**src/rtl/pair_link_pkg.sv**
```systemverilog
// Shared definitions for the 2-bit pair link (serializer and deserializer ends).
//   pair_state_e    : link-end FSM states
//   PAIR_W          : bits carried per beat (O1/O2)
//   beats_per_word  : beats needed to carry an n-bit parallel word
package pair_link_pkg;

  typedef enum logic {IDLE, SEND} pair_state_e;

  localparam int PAIR_W = 2;

  function automatic int beats_per_word(input int n);
    return n / PAIR_W;
  endfunction

endpackage

```
**src/rtl/pair_lane_serializer_if.sv**
```systemverilog
// Handshake bundle for pair_lane_serializer.
//   word side : in_valid, in_ready, in_data[NUM_LANES]
//   beat side : O1, O2, out_valid, out_ready, out_first, out_last
//   status    : busy
// slave  : the serializer's view.
// master : the environment's view (upstream word producer plus downstream beat consumer).
interface pair_lane_serializer_if #(
  parameter int NUM_LANES = 12
);
  logic                 in_valid;
  logic                 in_ready;
  logic [NUM_LANES-1:0] in_data;
  logic                 O1;
  logic                 O2;
  logic                 out_valid;
  logic                 out_ready;
  logic                 out_first;
  logic                 out_last;
  logic                 busy;

  modport slave (
    input  in_valid, in_data, out_ready,
    output in_ready, O1, O2, out_valid, out_first, out_last, busy
  );

  modport master (
    output in_valid, in_data, out_ready,
    input  in_ready, O1, O2, out_valid, out_first, out_last, busy
  );
endinterface

```
**src/rtl/pair_lane_serializer.sv**
```systemverilog
// Transmit end of the 2-bit pair link. Takes a NUM_LANES-wide word over a
// valid/ready handshake and sends it as NUM_LANES/2 beats on O1 (even lane)
// and O2 (odd lane), lane A (bit 0) first, framed by out_first/out_last.
// Ports:
//   clk  : rising-edge clock
//   rst  : asynchronous active-high reset
//   bus  : pair_lane_serializer_if.slave (word in, beats out, busy)
// All outputs except bus.in_ready are registered.
module pair_lane_serializer
  import pair_link_pkg::*;
#(
  parameter  int NUM_LANES  = 12,
  localparam int NBEATS     = beats_per_word(NUM_LANES),
  localparam int BEAT_CNT_W = (NBEATS > 1) ? $clog2(NBEATS) : 1
) (
  input logic                   clk,
  input logic                   rst,
  pair_lane_serializer_if.slave bus
);

  if ((NUM_LANES < 2) || ((NUM_LANES % 2) != 0)) begin : g_bad_lanes
    $error("pair_lane_serializer: NUM_LANES must be even and >= 2");
  end

  localparam logic [BEAT_CNT_W-1:0] LAST_CNT = BEAT_CNT_W'(NBEATS - 1);

  pair_state_e            state_q, state_d;
  logic [BEAT_CNT_W-1:0]  cnt_q, cnt_d, cnt_inc;
  logic [NUM_LANES-1:0]   sh_q, sh_d, sh_nx;
  logic                   o1_q, o1_d;
  logic                   o2_q, o2_d;
  logic                   first_q, first_d;
  logic                   last_q, last_d;
  logic                   valid_q, valid_d;
  logic                   in_ready;
  logic                   accept;

  // Ready in IDLE, or on the final beat's handshake so the next frame
  // follows with no bubble.
  assign in_ready = (state_q == IDLE) ||
                    ((state_q == SEND) && last_q && bus.out_ready);
  assign accept   = bus.in_valid && in_ready;

  // sh_q[1:0] is always the beat currently on O1/O2; the next beat is
  // taken from the shifted copy so O1/O2 stay true registers.
  assign sh_nx   = sh_q >> PAIR_W;
  assign cnt_inc = cnt_q + 1'b1;

  always_comb begin
    state_d = state_q;
    cnt_d   = cnt_q;
    sh_d    = sh_q;
    o1_d    = o1_q;
    o2_d    = o2_q;
    first_d = first_q;
    last_d  = last_q;
    valid_d = valid_q;

    case (state_q)
      IDLE: ;
      SEND: begin
        if (bus.out_ready) begin
          if (last_q) begin
            state_d = IDLE;
            cnt_d   = '0;
            sh_d    = '0;
            o1_d    = 1'b0;
            o2_d    = 1'b0;
            first_d = 1'b0;
            last_d  = 1'b0;
            valid_d = 1'b0;
          end else begin
            sh_d    = sh_nx;
            o1_d    = sh_nx[0];
            o2_d    = sh_nx[1];
            cnt_d   = cnt_inc;
            first_d = 1'b0;
            last_d  = (cnt_inc == LAST_CNT);
          end
        end
      end
      default: ;
    endcase

    // A load overrides the end-of-frame return to IDLE (back-to-back case).
    if (accept) begin
      state_d = SEND;
      cnt_d   = '0;
      sh_d    = bus.in_data;
      o1_d    = bus.in_data[0];
      o2_d    = bus.in_data[1];
      first_d = 1'b1;
      last_d  = (LAST_CNT == '0);
      valid_d = 1'b1;
    end
  end

  always_ff @(posedge clk or posedge rst) begin
    if (rst) begin
      state_q <= IDLE;
      cnt_q   <= '0;
      sh_q    <= '0;
      o1_q    <= 1'b0;
      o2_q    <= 1'b0;
      first_q <= 1'b0;
      last_q  <= 1'b0;
      valid_q <= 1'b0;
    end else begin
      state_q <= state_d;
      cnt_q   <= cnt_d;
      sh_q    <= sh_d;
      o1_q    <= o1_d;
      o2_q    <= o2_d;
      first_q <= first_d;
      last_q  <= last_d;
      valid_q <= valid_d;
    end
  end

  assign bus.in_ready  = in_ready;
  assign bus.O1        = o1_q;
  assign bus.O2        = o2_q;
  assign bus.out_valid = valid_q;
  assign bus.out_first = first_q;
  assign bus.out_last  = last_q;
  assign bus.busy      = (state_q == SEND);

endmodule

```
**src/flat_wrapper.sv**
```systemverilog
// flat-port wrapper written by rule: the top's interface ports become plain ports
module pair_lane_serializer_flat import pair_link_pkg::*;
#(
  parameter  int NUM_LANES  = 12,
  localparam int NBEATS     = beats_per_word(NUM_LANES),
  localparam int BEAT_CNT_W = (NBEATS > 1) ? $clog2(NBEATS) : 1
)
  (clk, rst, bus_in_valid, bus_in_data, bus_out_ready, bus_in_ready, bus_O1, bus_O2, bus_out_valid, bus_out_first, bus_out_last, bus_busy);
  pair_lane_serializer_if #(.NUM_LANES(NUM_LANES)) bus_i ();
  input logic clk;
  input logic rst;
  input wire logic [$bits(bus_i.in_valid)-1:0] bus_in_valid;
  input wire logic [$bits(bus_i.in_data)-1:0] bus_in_data;
  input wire logic [$bits(bus_i.out_ready)-1:0] bus_out_ready;
  output wire logic [$bits(bus_i.in_ready)-1:0] bus_in_ready;
  output wire logic [$bits(bus_i.O1)-1:0] bus_O1;
  output wire logic [$bits(bus_i.O2)-1:0] bus_O2;
  output wire logic [$bits(bus_i.out_valid)-1:0] bus_out_valid;
  output wire logic [$bits(bus_i.out_first)-1:0] bus_out_first;
  output wire logic [$bits(bus_i.out_last)-1:0] bus_out_last;
  output wire logic [$bits(bus_i.busy)-1:0] bus_busy;
  assign bus_i.in_valid = bus_in_valid;
  assign bus_i.in_data = bus_in_data;
  assign bus_i.out_ready = bus_out_ready;
  assign bus_in_ready = bus_i.in_ready;
  assign bus_O1 = bus_i.O1;
  assign bus_O2 = bus_i.O2;
  assign bus_out_valid = bus_i.out_valid;
  assign bus_out_first = bus_i.out_first;
  assign bus_out_last = bus_i.out_last;
  assign bus_busy = bus_i.busy;
  pair_lane_serializer #(.NUM_LANES(NUM_LANES)) u_core (.clk(clk), .rst(rst), .bus(bus_i));
endmodule
```
**config.mk**
```make
export PLATFORM = sky130hd
export DESIGN_NAME = pair_lane_serializer_flat
export DESIGN_NICKNAME = d
export VERILOG_FILES = /design/src/rtl/pair_link_pkg.sv /design/src/rtl/pair_lane_serializer_if.sv /design/src/rtl/pair_lane_serializer.sv /design/src/flat_wrapper.sv
export SDC_FILE = /design/constraint.sdc
export NUM_CORES = 1
export LEC_CHECK = 0
export CAP_MARGIN = 20
export CORE_UTILIZATION = 49
export DETAILED_ROUTE_END_ITERATION = 6
export GPL_ROUTABILITY_DRIVEN = 1
export PLACE_DENSITY = 0.81
export SLEW_MARGIN = 20
export SYNTH_ARGS = -nofsm -noshare
export SYNTH_HDL_FRONTEND = slang
export SYNTH_SLANG_ARGS = --single-unit
export TNS_END_PERCENT = 30
```
**constraint.sdc**
```tcl
create_clock -name clk -period 1.35 [get_ports clk]
set_input_delay 0.2025 -clock clk [delete_from_list [all_inputs] [get_ports clk]]
set_output_delay 0.2025 -clock clk [all_outputs]
set_load 0.03 [all_outputs]
```
* After elaboration in Yosys (flattened, before gate mapping)
Cells that the tools add are included.
** Cells by class
- $add $sub $neg :: 1
- Muxes and demuxes :: 31
- Eq/ne operators :: 1
- Reductions and logical operators :: 9
- Bitwise logic cells :: 1
** Operators by type and width (number)
- $mux 12 :: 3
- $mux 1 :: 23
- $mux 3 :: 4
- $mux 10 :: 1
- $reduce_bool 2->1 :: 3
- $add 3x1->3 const B :: 1
- $eq 3x3->1 const B :: 1
- $logic_and 1x1->1 :: 3
- $reduce_and 3->1 :: 1
- $reduce_and 2->1 :: 1
- $logic_or 1x1->1 :: 1
- $not 1->1 :: 1
** Storage, ports and cells
- Output and inout port bits :: 7
- Logic and storage cells :: 51
- Bits of input ports :: 16
- Register bits after elaboration :: 21

* Logic depth before layout (Yosys ltp)
- Depth in word-level cells :: 6
- Mapped depth :: 5

* Worst setup path before layout
No wires, ideal clock.
- Path kind :: register to register
- From :: register u_core.state_q, in the netlist u_core.bus.busy
- To :: register u_core.first_q, in the netlist u_core.bus.out_first
- Required time :: 1229 ps
- Data arrival time :: 1264 ps
- Library setup time :: 121 ps
- Slack :: -35 ps
- Period minus slack after synthesis :: 1385 ps
- Path buffers :: 2
- Stages on the path, launching flop included :: 5
- Path through :: dfrtp_1 -> buf_6 -> a21bo_4 -> clkbuf_8 -> a22o_1
** Between the ends
- Cells in the longest elaborated chain, start to end :: 6
** Ends and longest elaborated chain
- from (decl) :: RTL line pair_lane_serializer.sv:27 : pair_state_e state_q, state_d;
- from (signal assigned) :: RTL line pair_lane_serializer.sv:109 : state_q <= state_d;
- $logic_and 1x1->1 (2 in a row) :: RTL line pair_lane_serializer.sv:41 : ((state_q == SEND) && last_q && bus.out_ready);
- $logic_or 1x1->1 (*) :: RTL line pair_lane_serializer.sv:40 : assign in_ready = (state_q == IDLE) ||
- via bus_in_ready :: RTL line flat_wrapper.sv:15 : output wire logic [$bits(bus_i.in_ready)-1:0] bus_in_ready;
- $logic_and 1x1->1 (*) :: RTL line pair_lane_serializer.sv:42 : assign accept = bus.in_valid && in_ready;
- $reduce_bool 2->1 (no source line)
- $reduce_and 2->1 (no source line)
- to (signal assigned) :: RTL line pair_lane_serializer.sv:114 : first_q <= first_d;
- to (decl) :: RTL line pair_lane_serializer.sv:32 : logic first_q, first_d;
The timed path passes the listed nets; every way through them passes the cells marked *.
A chain may end at the register's enable or synchronous reset.

* Final worst setup path
- From :: register u_core.state_q, in the netlist u_core.bus.busy
- To :: output bus_in_ready
** Between the ends
- Cells in the longest elaborated chain, start to end :: 3
** Ends and longest elaborated chain (RTL line)
- $logic_and 1x1->1 (2 in a row) :: pair_lane_serializer.sv:41
- $logic_or 1x1->1 (*) :: pair_lane_serializer.sv:40
- to (decl) :: flat_wrapper.sv:15
Every way passes the cells marked *; elsewhere a longest branch is shown, timed or not.

==> results.json <==
{
  "synth_edf_count": 0,
  "chipWidth_um": 47.7,
  "reg2reg_slack_ps": 50,
  "synth_top_flop_cell": "dfrtp_1",
  "worstSkewPairLatency_ps": 290,
  "port_buffers": 22,
  "end_kind": "output pin",
  "crit_family": "flip-flops",
  "status": "finished clean",
  "leakage_nw": 0.589,
  "hold_class": "input pin to async pin",
  "final_antenna_net_count": 0,
  "synth_area_um2": 1020,
  "crit_chain": "a21bo_4 -> buf_6",
  "critPathMaxStageDelay_ps": 430,
  "slew_headroom": 0.709,
  "io_pins": 23,
  "reg2reg_from": "u_core.bus.busy",
  "synth_cell_type_count": 29,
  "initial_core_util": 0.522,
  "antenna_found_initial": 0,
  "critPathKind": "register to output pin",
  "drive_above_1_share": 0.177,
  "fin_skew_ps": 7.87,
  "vias": 842,
  "clk_path_buf_depth": 2,
  "fmax_mhz": 756,
  "dr.pass1.iters": 6,
  "cts-root-buf": "clkbuf_4",
  "regArea_um2": 477,
  "cts_max_level": 1,
  "first_global_vias": 714,
  "cp_num_buf_inv": 1,
  "cp.required_ps": 1150,
  "cp_slowest_cell": "dfrtp_2",
  "synth_area_leaders": "dfrtp_1 (46%), nand3b_1 (7.3%), a31oi_1 (6.1%)",
  "grt_start_max_net_pins": 22,
  "tightest_slew_ps": 424,
  "synth_top_cell_by_area": "dfrtp_1",
  "reg2regPathDepth": 4,
  "finalHoldViolations": 0,
  "crit_arrival_ps": 1120,
  "cp-start-kind": "register",
  "synth_top_area_frac": 0.464,
  "path_depth": 2,
  "gr-usage-all-layers": 0.194,
  "synth_nets": 119,
  "rsz0062_at_grt": "true",
  "drt_iter0_drc": 21,
  "gp_congestion": 0.748,
  "clock_sinks": 19,
  "syn_inst": 101,
  "cts_buffers": 3,
  "num_rows": 16,
  "yosysWarnings": 0,
  "synth_area_per_cell_um2": 10.1,
  "vias_per_cell": 5.36,
  "die_h_um": 47.7,
  "overflow": 0,
  "fin_crit_ps": 1320,
  "wire_per_inst_um": 12.8,
  "dp_hpwl_mm": 1.42,
  "synth-seq-area-share": 0.464,
  "cts_tree": "built",
  "dieArea_um2": 2280,
  "antennaDiodeCount": 0,
  "wirelength_mm": 2.00,
  "fin_crit_sh": 0.980,
  "power_density_nw_per_um2": 1880,
  "drv_cap": 0,
  "grt_pass1_wl_mm": 2.96,
  "clk_pin_slew_ps": 110,
  "critPathMaxFanout": 7,
  "synth-async-reset-ratio": 1.00,
  "drc": 0,
  "nets": 149,
  "setup_viol": 0,
  "coreArea_um2": 1960,
  "nFillCells": 169,
  "area_growth_pct": 27.0,
  "synth-seq-cells": 19,
  "peakVddDrop_mv": 0.992,
  "fin_total_pwr_mw": 2.45,
  "multi_input_area_um2": 442,
  "fin_hold_ws_ps": 208,
  "slew_violations": 0,
  "rr_endpoint": "u_core.sh_q[8]"
}
## stage by stage
stage / setup WS, ps / cells / cell area [um2] / setup TNS (ps) / utilization
2_1_floorplan: 50.0 / 101 / 1030 / 0 / -
3_3_place_gp: -106 / 148 / 1240 / -1510 / 0.630
3_5_place_dp: -140 / 148 / 1240 / -2020 / 0.630
4_1_cts: -119 / 152 / 1260 / -119 / 0.643
5_1_grt: -39.8 / 157 / 1300 / -86.6 / 0.663
6_report: 26.5 / 157 / 1300 / 0 / 0.663
## state kept, by name, summed over array words and instances (netlist names)
name	cells
u_core.sh_q	12
u_core.cnt_q	3
u_core.bus.busy	1
u_core.bus.out_first	1
u_core.bus.out_last	1
u_core.bus.out_valid	1
## cell usage in the layout, fill, tap and decap left out, types with 2 or more instances in the layout
| master | n |
|---|---|
| inv_1 | 5 |
| dfrtp_1 | 18 |
| clkbuf_4 | 3 |
| clkdlybuf4s50_1 | 14 |
| nand3_1 | 10 |
| ha_1 | 2 |
| buf_4 | 14 |
| nand3b_1 | 10 |
| a31oi_1 | 10 |
| mux2i_1 | 2 |
| nand2_1 | 5 |
| dlygate4sd2_1 | 4 |
| a32o_1 | 2 |
| o21ai_0 | 3 |
| nor2_1 | 11 |
## cells in the mapped netlist (2+ instances only)
library cell and count:
a31oi_1 10, a32o_1 2, buf_6 4, clkbuf_8 2, dfrtp_1 19, ha_1 2, inv_1 5, mux2i_1 2
nand2_1 5, nand3_1 10, nand3b_1 10, nor2_1 11, o21ai_0 3
## cell type report
cell class	instances	area share
multi-input cells	68	0.339
clock buffers	4	0.0202
repair buffers	34	0.234
well taps	27	0.0260
inverters	5	0.0144
flip-flops and latches	19	0.366
## per-layer routing
metal | share of wire | GRT usage | vias up
li1 | - | - | 417
met1 | 0.46 | 0.229 | 401
met2 | 0.50 | 0.327 | 22
met3 | 0.034 | 0.0566 | 2
met4 | 0.0055 | 0.0833 | 0
met5 | 0 | 0 | -
## cells by family after synthesis
kind of cell | Yosys count | synth area share
compound gates | 22 | 0.159
mux | 3 | 0.0342
xor+xnor | 1 | 0.00855
buf+inv | 14 | 0.105
simple gates | 40 | 0.205
fa+ha+maj | 2 | 0.0244
flops | 19 | 0.464
## worst reg2reg max path: stages (launching register included)
cell     delay [ps]
dfrtp_2         460
buf_4           150
mux2_4          390
nor2_1          140
a31oi_1          60
## timing repair
item | CTS | global route
gates cloned | 0 | 0
setup endpoints to repair | 5 | 1
hold buffers | 0 | 0
setup buffers | 0 | 5
gates resized for setup | 5 | 1
## report_power, final
group / leakage (nW) / total (mW) / switching [mW] / internal [mW]
Clock: 0.0150 / 0.280 / 0.166 / 0.115
Sequential: 0.229 / 0.959 / 0.151 / 0.808
Combinational: 0.345 / 1.21 / 0.630 / 0.577
## worst max path at each step
stage | from | to | slack [ps]
finish | u_core.bus.busy | bus_in_ready | 30
global route | u_core.bus.busy | bus_in_ready | -40
CTS | u_core.bus.busy | bus_in_ready | -120
detailed placement | bus_in_valid | u_core.sh_q[7] | -140
global placement | bus_in_valid | u_core.sh_q[0] | -110
floorplan | u_core.bus.busy | u_core.sh_q[0] | 50
Power figures use the tool's default switching activity.
==> patch 1, RTL diff (same flow settings) <==
`NUM_LANES` is set to 12 in 3 places; all go to 6.
--- a/src/rtl/pair_lane_serializer_if.sv
+++ b/src/rtl/pair_lane_serializer_if.sv
@@ -7,3 +7,3 @@
 interface pair_lane_serializer_if #(
-  parameter int NUM_LANES = 12
+  parameter int NUM_LANES = 6
 );
--- a/src/rtl/pair_lane_serializer.sv
+++ b/src/rtl/pair_lane_serializer.sv
@@ -11,3 +11,3 @@
 #(
-  parameter  int NUM_LANES  = 12,
+  parameter  int NUM_LANES  = 6,
   localparam int NBEATS     = beats_per_word(NUM_LANES),
--- a/src/flat_wrapper.sv
+++ b/src/flat_wrapper.sv
@@ -3,3 +3,3 @@
 #(
-  parameter  int NUM_LANES  = 12,
+  parameter  int NUM_LANES  = 6,
   localparam int NBEATS     = beats_per_word(NUM_LANES),
Interface: changed (resized bus_in_data); port bits go from 23 to 17. No check against the original RTL was run, so the function may have changed too.
==> patch 1 against the unedited design <==
Synthesized cell count fell by 45%; cell area down 31%; sequential share of layout area is 3.1 points lower; setup slack got worse by 13 ps; synthesized area decreased by 42%; sequential cell count is 7 lower; power decreased by 27%; routed wire length fell by 36%; critical path type unchanged.
==> patch 1: results <==
[status]
status = "completed"

[place]
placed_cells = 91
numPortBuffers = 16
dp_slack_ps = -116
gp_congestion = 0.739
hpwl_um = 924
place_area_um2 = 808

[route]
vias = 532
drt_iter0_drc = 4
drt-pass1-iter-count = 4
vias_per_cell = 5.22

[global_routing]
grt_util_met2_pct = 35.3
grt_use_met3_pct = 5.49
grt_pass1_vias = 468
grt_usage_pct = 21.4
grt_use_met1_pct = 26.9
grt_first_pass_wirelength_um = 1960
grt_max_degree = 13

[finish]
layout-drive-gt1-share_pct = 31.8
largest_registers = "u_core.sh_q (6), u_core.cnt_q (2)"
fin_nets = 100

[synth]
syn-num-nets = 67
syn_avg_cell_area_um2 = 10.7
synth.distinct_cells = 23

[sta]
clock_skew_ps = 2.19
relSlewSlack_pct = 69.9
setup_ws_ps = 13.5
finalHoldViolCount = 0

[power_and_ir_drop]
total_leakage_power_nw = 0.426
ir_drop_v = 0.00128

[worst_setup_path]
r2r-start = "u_core.cnt_q[1]"
reg2regPathDepth = 5
startpoint = "u_core.bus.out_last"
cpPeakStageDelay_ps = 380
reg2reg_to = "u_core.cnt_q[1]"
path_max_fanout = 4
cpMaxStageDelayCell = "dfrtp_1"

[clock_network]
clk_pin_slew_worst_paths_ps = 70
clkLatencyLatePin_ps = 270
-- patch 1: how the worst min path moves through the flow --
stage | end | slack [ps] | cells past startpoint
floorplan | u_core.bus.out_first | 70 | 1
global placement | u_core.bus.out_first | 480 | 1
detailed placement | u_core.sh_q[5] | 490 | 1
CTS | u_core.bus.out_valid | 260 | 2
global route | u_core.cnt_q[0] | 260 | 2
finish | u_core.bus.out_valid | 240 | 2
-- patch 1: final cells by class --
class | count | area [µm²]
Timing Repair Buffer | 30 | 262
Fill cell | 77 | 228
Tap cell | 14 | 17.5
Inverter | 4 | 15.0
Multi-Input combinational cell | 38 | 267
Sequential cell | 12 | 302
Clock buffer | 4 | 36.3
-- patch 1: cells by family (layout without fill, tap and decap cells) --
group / Yosys count / count (layout) / synth area share, %
AO/OA/AOI/OAI: 19 / 19 / 22.4
AND/OR/NAND/NOR: 16 / 16 / 14.4
flip-flops: 12 / 12 / 50.2
buffers and inverters: 6 / 38 / 5.23
multiplexers: 2 / 2 / 5.65
adder cells (fa/ha/maj): 1 / 1 / 2.09
-- patch 1: repair_timing --
action	4_1_cts	5_1_grt
cloned	0	0
resized for setup	7	2
endpoints found under the setup margin	6	2
hold buffers	0	0
buffers inserted	0	7
pin swaps	0	2
-- patch 1: report_power, final --
part	switching [mW]	internal [mW]	total [mW]
Clock	0.116	0.164	0.280
Sequential	0.0789	0.495	0.574
Combinational	0.466	0.461	0.927
Total	0.661	1.12	1.78
-- patch 1: layer usage --
| metal | wire [µm] | part of all wire (%) |
|---|---|---|
| met5 | 0 | 0 |
| met4 | 0 | 0 |
| met3 | 64 | 5.0 |
| met2 | 652 | 51 |
| met1 | 556 | 44 |
-- patch 1: per-stage QoR --
step | util (%) | hold WS [ps] | TNS [ps]
final | 79.8 | 241 | 0
after global routing | 79.8 | 264 | -44.3
after CTS | 75.1 | 256 | -6.70
after detailed placement | 71.8 | 491 | -819
after global placement | 71.8 | 476 | -619
after floorplan | - | 67.1 | -24.3
==> patch 2, RTL diff (same flow settings) <==
Without the edit above. Reset style: synchronous (`rst`), changed in one clocked block. Comments in the files are not updated.
--- a/src/rtl/pair_lane_serializer.sv
+++ b/src/rtl/pair_lane_serializer.sv
@@ -97,3 +97,3 @@
 
-  always_ff @(posedge clk or posedge rst) begin
+  always_ff @(posedge clk) begin
     if (rst) begin
Behaviour: differs if rst is asserted again (counterexample within 4 cycles, from zero or initial values and one cycle with rst high); with rst held inactive, the same outputs for 10 cycles.
==> patch 2 against the unedited design <==
The flow now finishes with violations (negative setup slack); setup slack got worse by 60 ps; critical path depth is 2 higher; sequential cell count unchanged; cell area increased by 5.2%; synthesized area is 12% lower; routed wire length up 22%; worst hold slack better by 250 ps; global-route usage increased by 7.3 points.
Power is not compared: it rests on default switching activity, and its combinational part moved more than twofold at a synthesized area within 25%.
==> patch 2: results <==
[global_routing]
antenna_found_initial = 0
grt_max_degree = 12
grt_pass1_vias = 898
grt_use_met1_pct = 34.4
top_usage_layer = "met2"
grt_util_met2_pct = 43.2
grt_first_pass_wirelength_um = 3910
grt_use_met3_pct = 3.20
grt_usage_pct = 26.7

[route]
dr_wl_met3_um = 86
vias_per_cell = 5.77
wl_met1_um = 1090
drt-pass1-iter-count = 4
wl_per_cell_um = 15.1
met2_length_um = 1220
top_layer = "met4"
drt_iter0_drc = 16

[worst_setup_path]
cpPeakStageDelay_ps = 480
path_max_fanout = 2
reg2reg_to = "u_core.bus.out_last"
startpoint = "u_core.cnt_q[1]"
crit_type = "reg -> reg"
cpMaxStageDelayCell = "or4b_4"
critPathCapture = "u_core.bus.out_last"
crit_arrival_ps = 1620

[synth]
yosysSeqAreaShare_pct = 42.4
synth_ff_type = "dfxtp_1"
synthTopCellsByCount = "24 x nor2_1, 19 x dfxtp_1, 10 x a221oi_1, 10 x nor4_1, 4 x buf_2"
async_reset_ff_share_pct = 0
synth.distinct_cells = 29
synth_area_leaders = "dfxtp_1 42%, nor2_1 10%, a221oi_1 9.8%, nor4_1 7.0%, ha_1 2.8%"
syn-num-nets = 121
syn_avg_cell_area_um2 = 8.71

[sta]
setup_ws_ps = -33.2
setup_viol = 3
setup_tns_ps = -61.5
clock_skew_ps = 4.95
relSlewSlack_pct = 82.4

[place]
gp_congestion = 0.782
hpwl_um = 1600
numPortBuffers = 22
dp_slack_ps = -312

[min_path]
hp-class = "in -> reg"

[finish]
fin_nets = 156
largest_registers = "u_core.sh_q (12), u_core.cnt_q (3)"
num_antenna_cells = 0
num-fill-cells = 125
fin_cells = 162
layout-drive-gt1-share_pct = 29.9

[clock_network]
cts_setup_buffers = 0
clkLatencyLatePin_ps = 310
cts_resized = 11
clk_pin_slew_worst_paths_ps = 110

[status]
failed_checks = "negative setup slack"
status = "finished, violations left"
==> patch 2: cell count changes after synthesis, sizes merged, moves of 10 or more <==
cell / before / now
nand3b: 10 / 0
a221oi: 0 / 10
nor4: 0 / 10
nand3: 10 / 0
nor2: 11 / 24
a31oi: 10 / 0
dfxtp: 0 / 19
dfrtp: 19 / 0
==> patch 2: worst min-delay path by stage <==
stage | from | to | slack, ps | cells after the start
2_1_floorplan | bus_in_data[10] | u_core.sh_q[10] | 370 | 2
3_3_place_gp | u_core.bus.out_valid | u_core.bus.out_valid | 450 | 1
6_report | bus_out_ready | u_core.bus.out_last | 460 | 4
5_1_grt | bus_out_ready | u_core.bus.out_last | 480 | 4
4_1_cts | u_core.bus.out_valid | u_core.bus.out_valid | 480 | 1
3_5_place_dp | u_core.bus.out_valid | u_core.bus.out_valid | 460 | 1
==> patch 2: worst max-delay path, delay by kind of cell (launching register included) <==
kind / cells / cell delay [ps]
adders and majority gates: 1 / 160
and+or+nand+nor: 1 / 480
AOI/OAI and AO/OA: 1 / 180
DFF: 1 / 380
xor gates and xnor gates: 1 / 120
==> patch 2: final cells by class <==
class,instances,area [µm²],area share (%)
multi-input cells,72,544,39.8
clock buffers,3,22.5,1.65
well taps,25,31.3,2.29
repair buffers,37,344,25.1
clock inverters,1,5.00,0.366
flip-flops and latches,19,393,28.7
repair inverters,1,7.51,0.548
inverters,4,21.3,1.55
==> patch 2: cells by family after synthesis <==
kind of cell | share of synthesized area (%)
compound gates | 18.8
buf+inv | 6.00
mux | 3.49
simple gates | 25.5
flops | 42.4
xor+xnor | 0.976
fa+ha+maj | 2.79
==> patch 2: report_power, final <==
part | switching [mW] | internal (mW) | total [mW]
clock | 0.194 | 0.111 | 0.305
combinational | 0.132 | 0.128 | 0.260
sequential | 0.0280 | 0.596 | 0.624
